## src/rtl/cpu_run_monitor.sv

```systemverilog
// Run-control, trace and end-of-run register dump for the single-cycle CPU.
// Gates the CPU clock-enable, traces PC/inst, signs writebacks, dumps the RF.
module cpu_run_monitor #(
  parameter int PC_W       = 32,
  parameter int DATA_W     = 32,
  parameter int REG_CNT    = 32,
  parameter int MAX_CYCLES = 30,
  parameter int CNT_W      = 16
) (
  input  logic              clk,
  input  logic              rst,
  input  logic              start,
  input  logic [PC_W-1:0]   pc,
  input  logic [31:0]       inst,
  input  logic              rf_we,
  input  logic [4:0]        rf_waddr,
  input  logic [DATA_W-1:0] rf_wdata,
  output logic              cpu_run,
  output logic              trace_valid,
  output logic [PC_W-1:0]   trace_pc,
  output logic [31:0]       trace_inst,
  output logic [CNT_W-1:0]  cycle_cnt,
  output logic [CNT_W-1:0]  wb_cnt,
  output logic [DATA_W-1:0] signature,
  output logic [4:0]        dump_addr,
  input  logic [DATA_W-1:0] dump_data,
  output logic              dump_valid,
  output logic [4:0]        dump_idx,
  output logic [DATA_W-1:0] dump_value,
  output logic [1:0]        halt_cause,
  output logic              done
);

  typedef enum logic [1:0] {
    IDLE,
    RUN,
    DUMP,
    DONE
  } state_t;

  state_t state;
  state_t state_nx;

  logic [4:0]      idx;
  logic [PC_W-1:0] prev_pc;
  logic            prev_pc_valid;
  logic            self_loop;
  logic            budget;
  logic            halt;
  logic            last;
  logic            wb_hit;

  assign self_loop = prev_pc_valid && (pc == prev_pc);
  assign budget    = cycle_cnt == CNT_W'(MAX_CYCLES - 1);
  assign halt      = self_loop || budget;
  assign last      = idx == 5'(REG_CNT - 1);
  assign wb_hit    = rf_we && (rf_waddr != 5'd0);

  // State register.
  always_ff @(posedge clk or negedge rst) begin
    if (!rst) state <= IDLE;
    else      state <= state_nx;
  end

  // Next-state: start only honoured when not busy.
  always_comb begin
    state_nx = state;
    unique case (state)
      IDLE: if (start) state_nx = RUN;
      RUN:  if (halt)  state_nx = DUMP;
      DUMP: if (last)  state_nx = DONE;
      DONE: if (start) state_nx = RUN;
      default: state_nx = IDLE;
    endcase
  end

  // Decoded outputs; the CPU only advances while in RUN.
  always_comb begin
    cpu_run   = state == RUN;
    done      = state == DONE;
    dump_addr = idx;
  end

  // Run bookkeeping: trace, counters, signature, halt cause.
  always_ff @(posedge clk or negedge rst) begin
    if (!rst) begin
      trace_valid   <= 1'b0;
      trace_pc      <= '0;
      trace_inst    <= '0;
      cycle_cnt     <= '0;
      wb_cnt        <= '0;
      signature     <= '0;
      halt_cause    <= 2'b00;
      prev_pc       <= '0;
      prev_pc_valid <= 1'b0;
    end else begin
      trace_valid <= 1'b0;
      unique case (state)
        IDLE, DONE: begin
          if (start) begin
            cycle_cnt     <= '0;
            wb_cnt        <= '0;
            signature     <= '0;
            halt_cause    <= 2'b00;
            prev_pc_valid <= 1'b0;
          end
        end
        RUN: begin
          trace_valid   <= 1'b1;
          trace_pc      <= pc;
          trace_inst    <= inst;
          cycle_cnt     <= cycle_cnt + 1'b1;
          prev_pc       <= pc;
          prev_pc_valid <= 1'b1;
          if (wb_hit) begin
            wb_cnt    <= wb_cnt + 1'b1;
            signature <= {signature[DATA_W-2:0], signature[DATA_W-1]}
                         ^ rf_wdata ^ DATA_W'(rf_waddr);
          end
          if (halt) halt_cause <= self_loop ? 2'b10 : 2'b01;
        end
        default: ;
      endcase
    end
  end

  // Dump walker: index reset on halt, one register per cycle in DUMP.
  always_ff @(posedge clk or negedge rst) begin
    if (!rst) begin
      idx        <= '0;
      dump_valid <= 1'b0;
      dump_idx   <= '0;
      dump_value <= '0;
    end else begin
      dump_valid <= 1'b0;
      if (state == RUN && halt) idx <= '0;
      if (state == DUMP) begin
        dump_valid <= 1'b1;
        dump_idx   <= idx;
        dump_value <= dump_data;
        idx        <= idx + 5'd1;
      end
    end
  end

endmodule

```

## config.mk

```make
export PLATFORM = sky130hd
export DESIGN_NAME = cpu_run_monitor
export DESIGN_NICKNAME = d
export VERILOG_FILES = /design/src/rtl/cpu_run_monitor.sv
export SDC_FILE = /design/constraint.sdc
export NUM_CORES = 1
export LEC_CHECK = 0
export BUFFER_PORTS_ARGS = -buffer_cell sky130_fd_sc_hd__buf_2
export CAP_MARGIN = 30
export CORE_ASPECT_RATIO = 0.7
export CORE_MARGIN = 1.5
export CORE_UTILIZATION = 45
export CTS_BUF_LIST = sky130_fd_sc_hd__clkbuf_4 sky130_fd_sc_hd__clkbuf_8
export CTS_CLUSTER_DIAMETER = 80
export DETAILED_ROUTE_END_ITERATION = 10
export PLACE_DENSITY = 0.75
export SLEW_MARGIN = 20
export SYNTH_ARGS = -nofsm -noshare
export SYNTH_HDL_FRONTEND = slang
export SYNTH_SLANG_ARGS = --single-unit
```

## constraint.sdc

```tcl
create_clock -name clk -period 5.46 [get_ports clk]
set_clock_uncertainty 0.15 [all_clocks]
set_input_delay 0 -clock clk [delete_from_list [all_inputs] [get_ports clk]]
set_output_delay 0 -clock clk [all_outputs]
set_load 0.05 [all_outputs]
```

After elaboration in Yosys (flattened, before gate mapping)
Cells that the tools add are included.
{"block": "totals", "regBits": 177, "inputBits": 137, "output_inout_bits": 176}
{"block": "classes", "addsub": 3, "n_eq_ne": 10, "mux": 21, "bitwise_logic": 2, "reduce_logical": 13}
{"operator": "$mux W32", "count": 2}
{"operator": "$pmux W16 S2", "count": 2}
{"operator": "$pmux W32 S2", "count": 1}
{"operator": "$add A16 B1 Y16 const B", "count": 2}
{"operator": "$eq A32 B32 Y1", "count": 1}
{"operator": "$mux W16", "count": 2}
{"operator": "$xor A32 B32 Y32", "count": 1}
{"operator": "$xor A32 B5 Y32", "count": 1}
{"operator": "$eq A16 B5 Y1 const B", "count": 1}
{"operator": "$mux W2", "count": 6}
{"operator": "$mux W5", "count": 2}
{"operator": "$reduce_and A3 Y1", "count": 3}
{"operator": "$ne A2 B1 Y1 const B", "count": 3}
{"operator": "$pmux W2 S3", "count": 1}
{"operator": "$add A5 B1 Y5 const B", "count": 1}
{"operator": "$eq A5 B5 Y1 const B", "count": 1}
{"operator": "$reduce_bool A5 Y1", "count": 1}
{"operator": "$eq A2 B2 Y1 const B", "count": 2}
{"operator": "$pmux W2 S2", "count": 1}
{"operator": "$reduce_bool A2 Y1", "count": 2}
{"operator": "$logic_and A1 B1 Y1", "count": 3}
{"operator": "$mux W1", "count": 3}
{"operator": "$eq A2 B1 Y1 const B", "count": 1}
{"operator": "$logic_not A2 Y1", "count": 1}
{"operator": "other kinds (5)", "count": 5}

Longest topological paths before layout
Gate-level depths: netlist of run 1.
{"block": "logic_depth", "word_depth": 6, "ltp_mapped": 12, "ltp_nobuf": 7}

Least setup slack after synthesis of run 1
No wires, ideal clock.
{"block": "synth_path", "kind": "reg2reg", "start": "reg cycle_cnt[0]", "end": "reg state[1]", "setup_time_ns": 0.132, "t_arrival_ns": 2.276, "required_ns": 5.178, "slack_ns": 2.902, "path_stages_with_launch": 7, "n_path_buf": 0, "synth_period_minus_slack_ns": 2.558, "cell_sequence": "dfrtp_1 -> ha_1 -> or4b_2 -> o41a_1 -> nand3b_1 -> o21ai_0 -> a211oi_1"}
{"block": "synth_via", "elab_chain_cells": 4}
{"item": "start, declared", "line_no": "22", "rtl": "output logic [CNT_W-1:0] cycle_cnt,"}
{"item": "start signal, assigned", "line_no": "112", "rtl": "cycle_cnt <= cycle_cnt + 1'b1;"}
{"item": "$eq A16 B5 Y1", "line_no": "54", "rtl": "assign budget = cycle_cnt == CNT_W'(MAX_CYCLES - 1);"}
{"item": "$logic_or A1 B1 Y1", "line_no": "55", "rtl": "assign halt = self_loop || budget;"}
{"item": "$ne A2 B1 Y1 (no line)"}
{"item": "$reduce_and A3 Y1 (no line)"}
{"item": "end signal, assigned", "line_no": "62", "rtl": "else state <= state_nx;"}
{"item": "end, declared", "line_no": "41", "rtl": "state_t state;"}
No other way between the ends.
A chain may end at the register's enable or synchronous reset.

Worst setup path after layout of run 1
{"block": "layout_path", "start": "reg state[0]", "end": "reg signature[17]"}
{"block": "layout_via", "elab_chain_cells": 4, "elab_cells_between_ends": 9}
{"item": "$eq A2 B2 Y1 or $logic_not A2 Y1 (tied branches)", "line_no": "98", "rtl": "unique case (state)"}
{"item": "$reduce_or A2 Y1 (no line)"}
{"item": "$ne A2 B1 Y1 (no line) or $reduce_bool A2 Y1 (tied branches)"}
{"item": "$reduce_and A3 Y1 (no line)"}
{"item": "end signal, assigned", "line_no": "117", "rtl": "signature <= {signature[DATA_W-2:0], signature[DATA_W-1]}"}
{"item": "end, declared", "line_no": "24", "rtl": "output logic [DATA_W-1:0] signature,"}
Parallel ways exist; a longest one is shown, timed or not.

==> results of run 1 <==
## critical path: stages (launching register included)
cell      delay [ns]
dfrtp_1         0.46
inv_1           0.09
ha_2            0.42
nand2b_1        0.21
o21ai_2         0.24
a21o_2          0.37
buf_4           0.49
nand2_1         0.14
o31ai_1         0.10
## power by group through the flow
stage                     Combinational (mW)  Sequential, mW  Clock (mW)
after floorplan                         1.49            3.77           0
after global placement                  3.92            2.15           0
after detailed placement                4.01            2.17           0
after CTS                               4.11            2.15       0.894
after global routing                    4.36            2.24       0.945
final                                   4.15            2.18       0.875
## state kept, by name (all words and copies together), names as in the netlist
name / count
cycle_cnt: 16
dump_addr: 5
dump_idx: 5
dump_valid: 1
dump_value: 32
halt_cause: 2
prev_pc: 32
prev_pc_valid: 1
signature: 32
state: 2
trace_inst: 32
trace_valid: 1
wb_cnt: 16
## layout make-up
cell class	count	area, µm²	share of cell area
Tap cell	231	289.0	0.02487
Timing Repair Buffer	455	3014	0.2594
Clock buffer	19	255.2	0.02196
Clock inverter	13	118.9	0.01023
Multi-Input combinational cell	441	3470	0.2986
Sequential cell	177	4429	0.3811
Inverter	12	45.04	0.003876
## cells by family after synthesis
logic type,Yosys count,share of synthesized area
buffers and inverters,43,0.02597
adders and majority gates,9,0.01391
and+or+nand+nor,150,0.09648
DFF,177,0.5473
xor gates and xnor gates,75,0.08117
AOI/OAI and AO/OA,98,0.08472
muxes,109,0.1504
## stage by stage
step / util / std cells
4_1_cts: 0.6687 / 1347
2_1_floorplan: - / 661
3_5_place_dp: 0.5688 / 1179
6_report: 0.6692 / 1348
5_1_grt: 0.6692 / 1348
3_3_place_gp: 0.5661 / 1177
## cells in the mapped netlist (2+ instances only)
library cell and n:
nand3b_1 4, a21o_1 2, buf_1 2, a22oi_1 4, ha_1 9, nand2b_1 3
clkbuf_1 16, dfrtp_1 177, inv_1 12, and4_1 2, buf_6 3, xor2_1 39
a211oi_1 2, nand3_1 16, o31ai_1 39, o41ai_1 6, nor4_1 12, buf_4 2
o21ai_0 17, mux2_2 101, xnor2_1 36, buf_2 7, a21oi_1 13, mux2i_1 8
nor2_1 15, or3_1 5, nor3_1 8, o211ai_1 3, nand4_1 8, or4_1 5
nand2_1 60, and3_1 3
## metal layers
metal	track usage	vias to the layer above
met5	0	-
met4	0.09235	0
met3	0.05808	41
met2	0.4246	266
met1	0.3177	3472
li1	-	3273
## how the worst max path moves through the flow
stage	to	slack, ns	start	depth (start not counted)
final	signature[17]	2.67	state[0]	8
after global routing	signature[17]	2.42	state[0]	8
after CTS	signature[22]	2.69	state[0]	8
after detailed placement	signature[25]	2.71	state[0]	8
after global placement	wb_cnt[15]	2.36	state[1]	6
after floorplan	state[1]	2.90	cycle_cnt[0]	6
==> impl_metrics.toml, run 1 <==
[power_and_ir_drop]
p_switching_mw = 3.795
p_int_mw = 3.406
switching_share = 0.5270
peakVddDrop_v = 0.0004684
power_frac_comb = 0.576
pwr-share-clk = 0.121
seqPwrFrac = 0.302
total_power_mw = 7.201
powerDensity_mw_per_mm2 = 619.7
p_leak_nw = 5.472

[sta]
drv_slew = 0
finalSetupTns_ns = 0
worstMarginPinSlew_ns = 0.8466
post-route-period-util = 0.5119
hold_violations = 0
fin_ws_ns = 2.665
layout_min_cycle_time_ns = 2.795
whs_ns = 0.02052
clock.fmax_ghz = 0.3578
rsz0062_at_grt = "no"
relSlewSlack = 0.4356
setup_viol = 0

[run]
maxCapViolations = 0

[placed_design]
placed_area_mm2 = 0.009878
gp_congestion = 0.7938
io_buffers = 312
place_ws_ns = 2.709
dp_hpwl_mm = 15.00

[cells_and_area]
syn2layout_area_growth_pct = 43.60
layout_common_cells = "311 x buf_2, 177 x dfrtp_1, 136 x dlygate4sd3_1, 101 x mux2_2, 60 x nand2_1"
nFillCells = 1284
final_cell_area_mm2 = 0.01162
final_layout_size_suffix_gt1_frac = 0.4163
layout_commonest_cell = "buf_2"
fin_nets = 1250
antenna_cells = 0

[grt]
overflow = 0
grt_max_degree = 93
grtUsageTotal = 0.2515
grt_pass1_vias = 7030
antenna_found_initial = 0
grt_pass1_wl_mm = 36.84

[critical_path]
rr_worst_depth = 8
r2r-end = "signature[17]"
r2r_setup_slack_ns = 2.67
cp.arrival_ns = 3.00
worstReg2RegStart = "state[0]"
critPathMaxFanout = 51
start_kind = "register"
critPathRequiredTime_ns = 5.67
critPathKind = "register to register"
end_kind = "register"

[routing]
totalWireLength_mm = 23.56
routed-wl-met2_mm = 11.69
first_pass_iters = 5
drt_iter0_markers = 613
viasPerCell = 5.231
drc = 0
wl_per_cell_um = 17.48
dr_wl_met3_mm = 1.435
wl_met1_mm = 9.950
top_layer = "met4"
ant_nets = 0
vias = 7052

[run_status]
status = "complete, no violations"

[logic_synthesis]
ys_types = 54
avgSynthCellArea_um2 = 12.24
synthCells = 661
synth_edf_count = 0
seq_area_frac_synth = 0.5473
synth.largest_area_cell = "dfrtp_1"
ys_warn_count = 0
ys_async_sr_fraction = 1.000
ys_ff_latch = 177
yosys-top-cells-area = "dfrtp_1 55%, mux2_2 14%, xor2_1 4.2%, xnor2_1 3.9%, o31ai_1 3.6%"
syn-num-nets = 807
synth_top_area_share = 0.5473
synthFlopType = "dfrtp_1"
syn_area_mm2 = 0.008093

[die]
num_io_pins = 313
rows = 40
dieArea_mm2 = 0.01881
die_h_um = 115.2
core_mm2 = 0.01737
start_util = 0.4660
die_w_um = 163.3

[clock_tree]
cts_buffers = 17
cts.sinks = 177
post_cts_resized = 0
hold_buffers = 136
h-tree-depth = 4
cts_root_buffer = "clkbuf_8"
clkTransAtPathRegs_ns = 0.10
post_cts_buffers = 0
clk_path_buf_depth = 2
cts_tree = "built"
clock_latency_ns = 0.46

[min_path]
holdCritPathClass = "input port to asynchronous set/reset pin"
Power figures use the tool's default switching activity.
==> inputs of run 2 (changes only) <==
--- a/config.mk
+++ b/config.mk
@@ -5,6 +5,7 @@
 export SDC_FILE = /design/constraint.sdc
 export NUM_CORES = 1
 export LEC_CHECK = 0
+export ABC_AREA = 1
 export BUFFER_PORTS_ARGS = -buffer_cell sky130_fd_sc_hd__buf_2
 export CAP_MARGIN = 30
 export CORE_ASPECT_RATIO = 0.7
@@ -13,7 +14,7 @@
 export CTS_BUF_LIST = sky130_fd_sc_hd__clkbuf_4 sky130_fd_sc_hd__clkbuf_8
 export CTS_CLUSTER_DIAMETER = 80
 export DETAILED_ROUTE_END_ITERATION = 10
-export PLACE_DENSITY = 0.75
+export PLACE_DENSITY = 0.74
 export SLEW_MARGIN = 20
 export SYNTH_ARGS = -nofsm -noshare
 export SYNTH_HDL_FRONTEND = slang
==> constraint.sdc (replaced) <==
create_clock -name clk -period 2.9 [get_ports clk]
set_clock_uncertainty 0.15 [all_clocks]
set_input_delay 0 -clock clk [delete_from_list [all_inputs] [get_ports clk]]
set_output_delay 0 -clock clk [all_outputs]
set_load 0.05 [all_outputs]
==> run 2 against run 1 <==
Worst hold slack improved by 0.080 ns. Combinational power is 100% higher. Clock power increased by 98%. Routed wire length rose by 4.6%. First-iteration DRC count up 3.3%.
==> impl_metrics.toml, run 2 <==
[critical_path]
critPathMaxFanout = 30
worstReg2RegStart = "state[0]"
path_cells = "inv_1 -> ha_1 -> inv_1 -> or2_4 -> nand2_4 -> nand2_4 -> nand2_4 -> inv_1 -> nand2_1 -> o21ai_0"
cpMaxStageDelayCell = "dfrtp_1"
path_delay_family = "simple AND/OR/NAND/NOR gates"
critPathRequiredTime_ns = 3.06
r2r_setup_slack_ns = 0.31
end_kind = "register"
critPathKind = "register to register"
crit_buf_inv = 3
r2r-end = "signature[1]"
rr_worst_depth = 10
cp.arrival_ns = 2.75
start_kind = "register"
slowest_delay_ns = 0.46

[sta]
finalSetupTns_ns = 0
relSlewSlack = 0.4965
layout_min_cycle_time_ns = 2.586
post-route-period-util = 0.8917
clock.fmax_ghz = 0.3867
worstMarginPinSlew_ns = 0.7553
fin_ws_ns = 0.3139
drv_slew = 0
setup_viol = 0
hold_violations = 0
whs_ns = 0.1006
rsz0062_at_grt = "no"

[cells_and_area]
antenna_cells = 0
layout_common_cells = "394 x nand2_1, 311 x buf_2, 177 x dfrtp_1, 136 x dlygate4sd3_1, 78 x inv_1"
final_layout_size_suffix_gt1_frac = 0.2668
layout_commonest_cell = "nand2_1"
postLayoutCoreUtil = 0.6726
syn2layout_area_growth_pct = 43.82
final_cell_area_mm2 = 0.01175
fin_nets = 1548

[clock_tree]
cts.sinks = 177
h-tree-depth = 4
hold_buffers = 137
cts_buffers = 17
cts_root_buffer = "clkbuf_8"
clkTransAtPathRegs_ns = 0.09
post_cts_buffers = 0
cts_tree = "built"
clock_latency_ns = 0.45
post_cts_resized = 0
clk_path_buf_depth = 2

[placed_design]
gp_congestion = 0.8435
io_buffers = 312
place_ws_ns = 0.3398
placed_area_mm2 = 0.009966
dp_hpwl_mm = 15.97

[grt]
grt_max_degree = 81
met2_usage = 0.4461
antenna_found_initial = 0
use_met3 = 0.06586
overflow = 0
gr-usage-met1 = 0.3327
grtUsageTotal = 0.2664
gr-max-usage-layer = "met2"
grt_pass1_wl_mm = 39.21
grt_pass1_vias = 7879

[routing]
drt_iter0_markers = 633
wl_per_cell_um = 14.99
totalWireLength_mm = 24.64
vias = 8018
drc = 0
ant_nets = 0
first_pass_iters = 5
viasPerCell = 4.877

[die]
dieArea_mm2 = 0.01898
rows = 40
die_w_um = 164.0
start_util = 0.4677
core_mm2 = 0.01747
num_io_pins = 313
die_h_um = 115.7

[logic_synthesis]
syn-num-nets = 1106
yosys-top-cells-area = "dfrtp_1 54%, nand2_1 18%, xnor2_1 4.2%, inv_1 3.6%, o21ai_0 3.1%"
synth_top_area_share = 0.5422
yosys.cell_count.top_type = "nand2_1"
syn_area_mm2 = 0.008169
ys_types = 39
synth_edf_count = 0
synth.largest_area_cell = "dfrtp_1"
synth_commonest_cells = "394 x nand2_1, 177 x dfrtp_1, 78 x inv_1"
synthFlopType = "dfrtp_1"
ys_warn_count = 0
seq_area_frac_synth = 0.5422
synthCells = 960
ys_ff_latch = 177
ys_async_sr_fraction = 1.000
avgSynthCellArea_um2 = 8.509

[min_path]
min-delay-start = "rf_we"
min_to = "signature[10]"
hold_depth = 6
holdCritPathClass = "input port to register"

[power_and_ir_drop]
peakVddDrop_v = 0.0008149
p_leak_nw = 6.303
powerDensity_mw_per_mm2 = 1231

[run]
maxCapViolations = 0

[run_status]
status = "complete, no violations"
## run 2: changes by cell type after synthesis, moves of 6 or more
cell	previous run	this run
nand2_1	60	394
mux2_2	101	0
inv_1	12	78
o21ai_0	17	51
xor2_1	39	17
nor2_1	15	35
o31ai_1	39	25
nand3_1	16	29
nor4_1	12	1
mux2i_1	8	0
o21ai_1	1	7
o22ai_1	0	6
o41ai_1	6	0
## run 2: cell families (layout without fill, tap and decap cells)
| group | after synthesis | in the layout | synth area share |
|---|---|---|---|
| compound gates | 107 | 107 | 0.07658 |
| xor+xnor | 56 | 56 | 0.06004 |
| fa+ha+maj | 9 | 9 | 0.01378 |
| buf+inv | 116 | 569 | 0.05790 |
| flops | 177 | 177 | 0.5422 |
| simple gates | 495 | 495 | 0.2495 |
## run 2: area by class of cell
cell class	count	area, µm²
clock buffers	17	234.0
clock inverters	13	160.2
fillers	1362	5718
inverters	80	300.3
multi-input cells	667	3279
flip-flops and latches	177	4429
well taps	231	289.0
repair buffers	459	3057
## run 2: worst min-delay path, stage by stage
cell,delay (ns)
buf_2,0.08
nand2_1,0.09
nand2_1,0.11
nand2_4,0.20
nand2_1,0.12
o31ai_1,0.06
## run 2: worst max-delay path by stage
stage / depth (start not counted) / slack, ns / start / endpoint
2_1_floorplan: 8 / 0.78 / state[1] / prev_pc[10]
3_3_place_gp: 10 / 0.46 / state[0] / signature[30]
3_5_place_dp: 10 / 0.34 / state[0] / signature[0]
4_1_cts: 10 / 0.31 / state[0] / signature[1]
5_1_grt: 10 / 0.14 / state[0] / signature[1]
6_report: 10 / 0.31 / state[0] / signature[1]
## run 2: where the power goes
group | internal [mW] | switching [mW] | leakage (nW)
registers | 3.52 | 0.784 | 2.26
logic | 2.05 | 6.38 | 3.84
clock network | 0.846 | 0.889 | 0.198
## run 2: metal layers
metal | up-vias | wire length [µm]
li1 | 3902 | -
met3 | 67 | 1606
met4 | 0 | 868
met2 | 327 | 11800
met5 | - | 0
met1 | 3722 | 10360
## run 2: per-stage QoR
step / cells / power (mW)
floorplan: 960 / 10.44
global placement: 1477 / 12.33
detailed placement: 1477 / 12.48
CTS: 1644 / 14.44
global route: 1644 / 15.35
finish: 1644 / 14.46
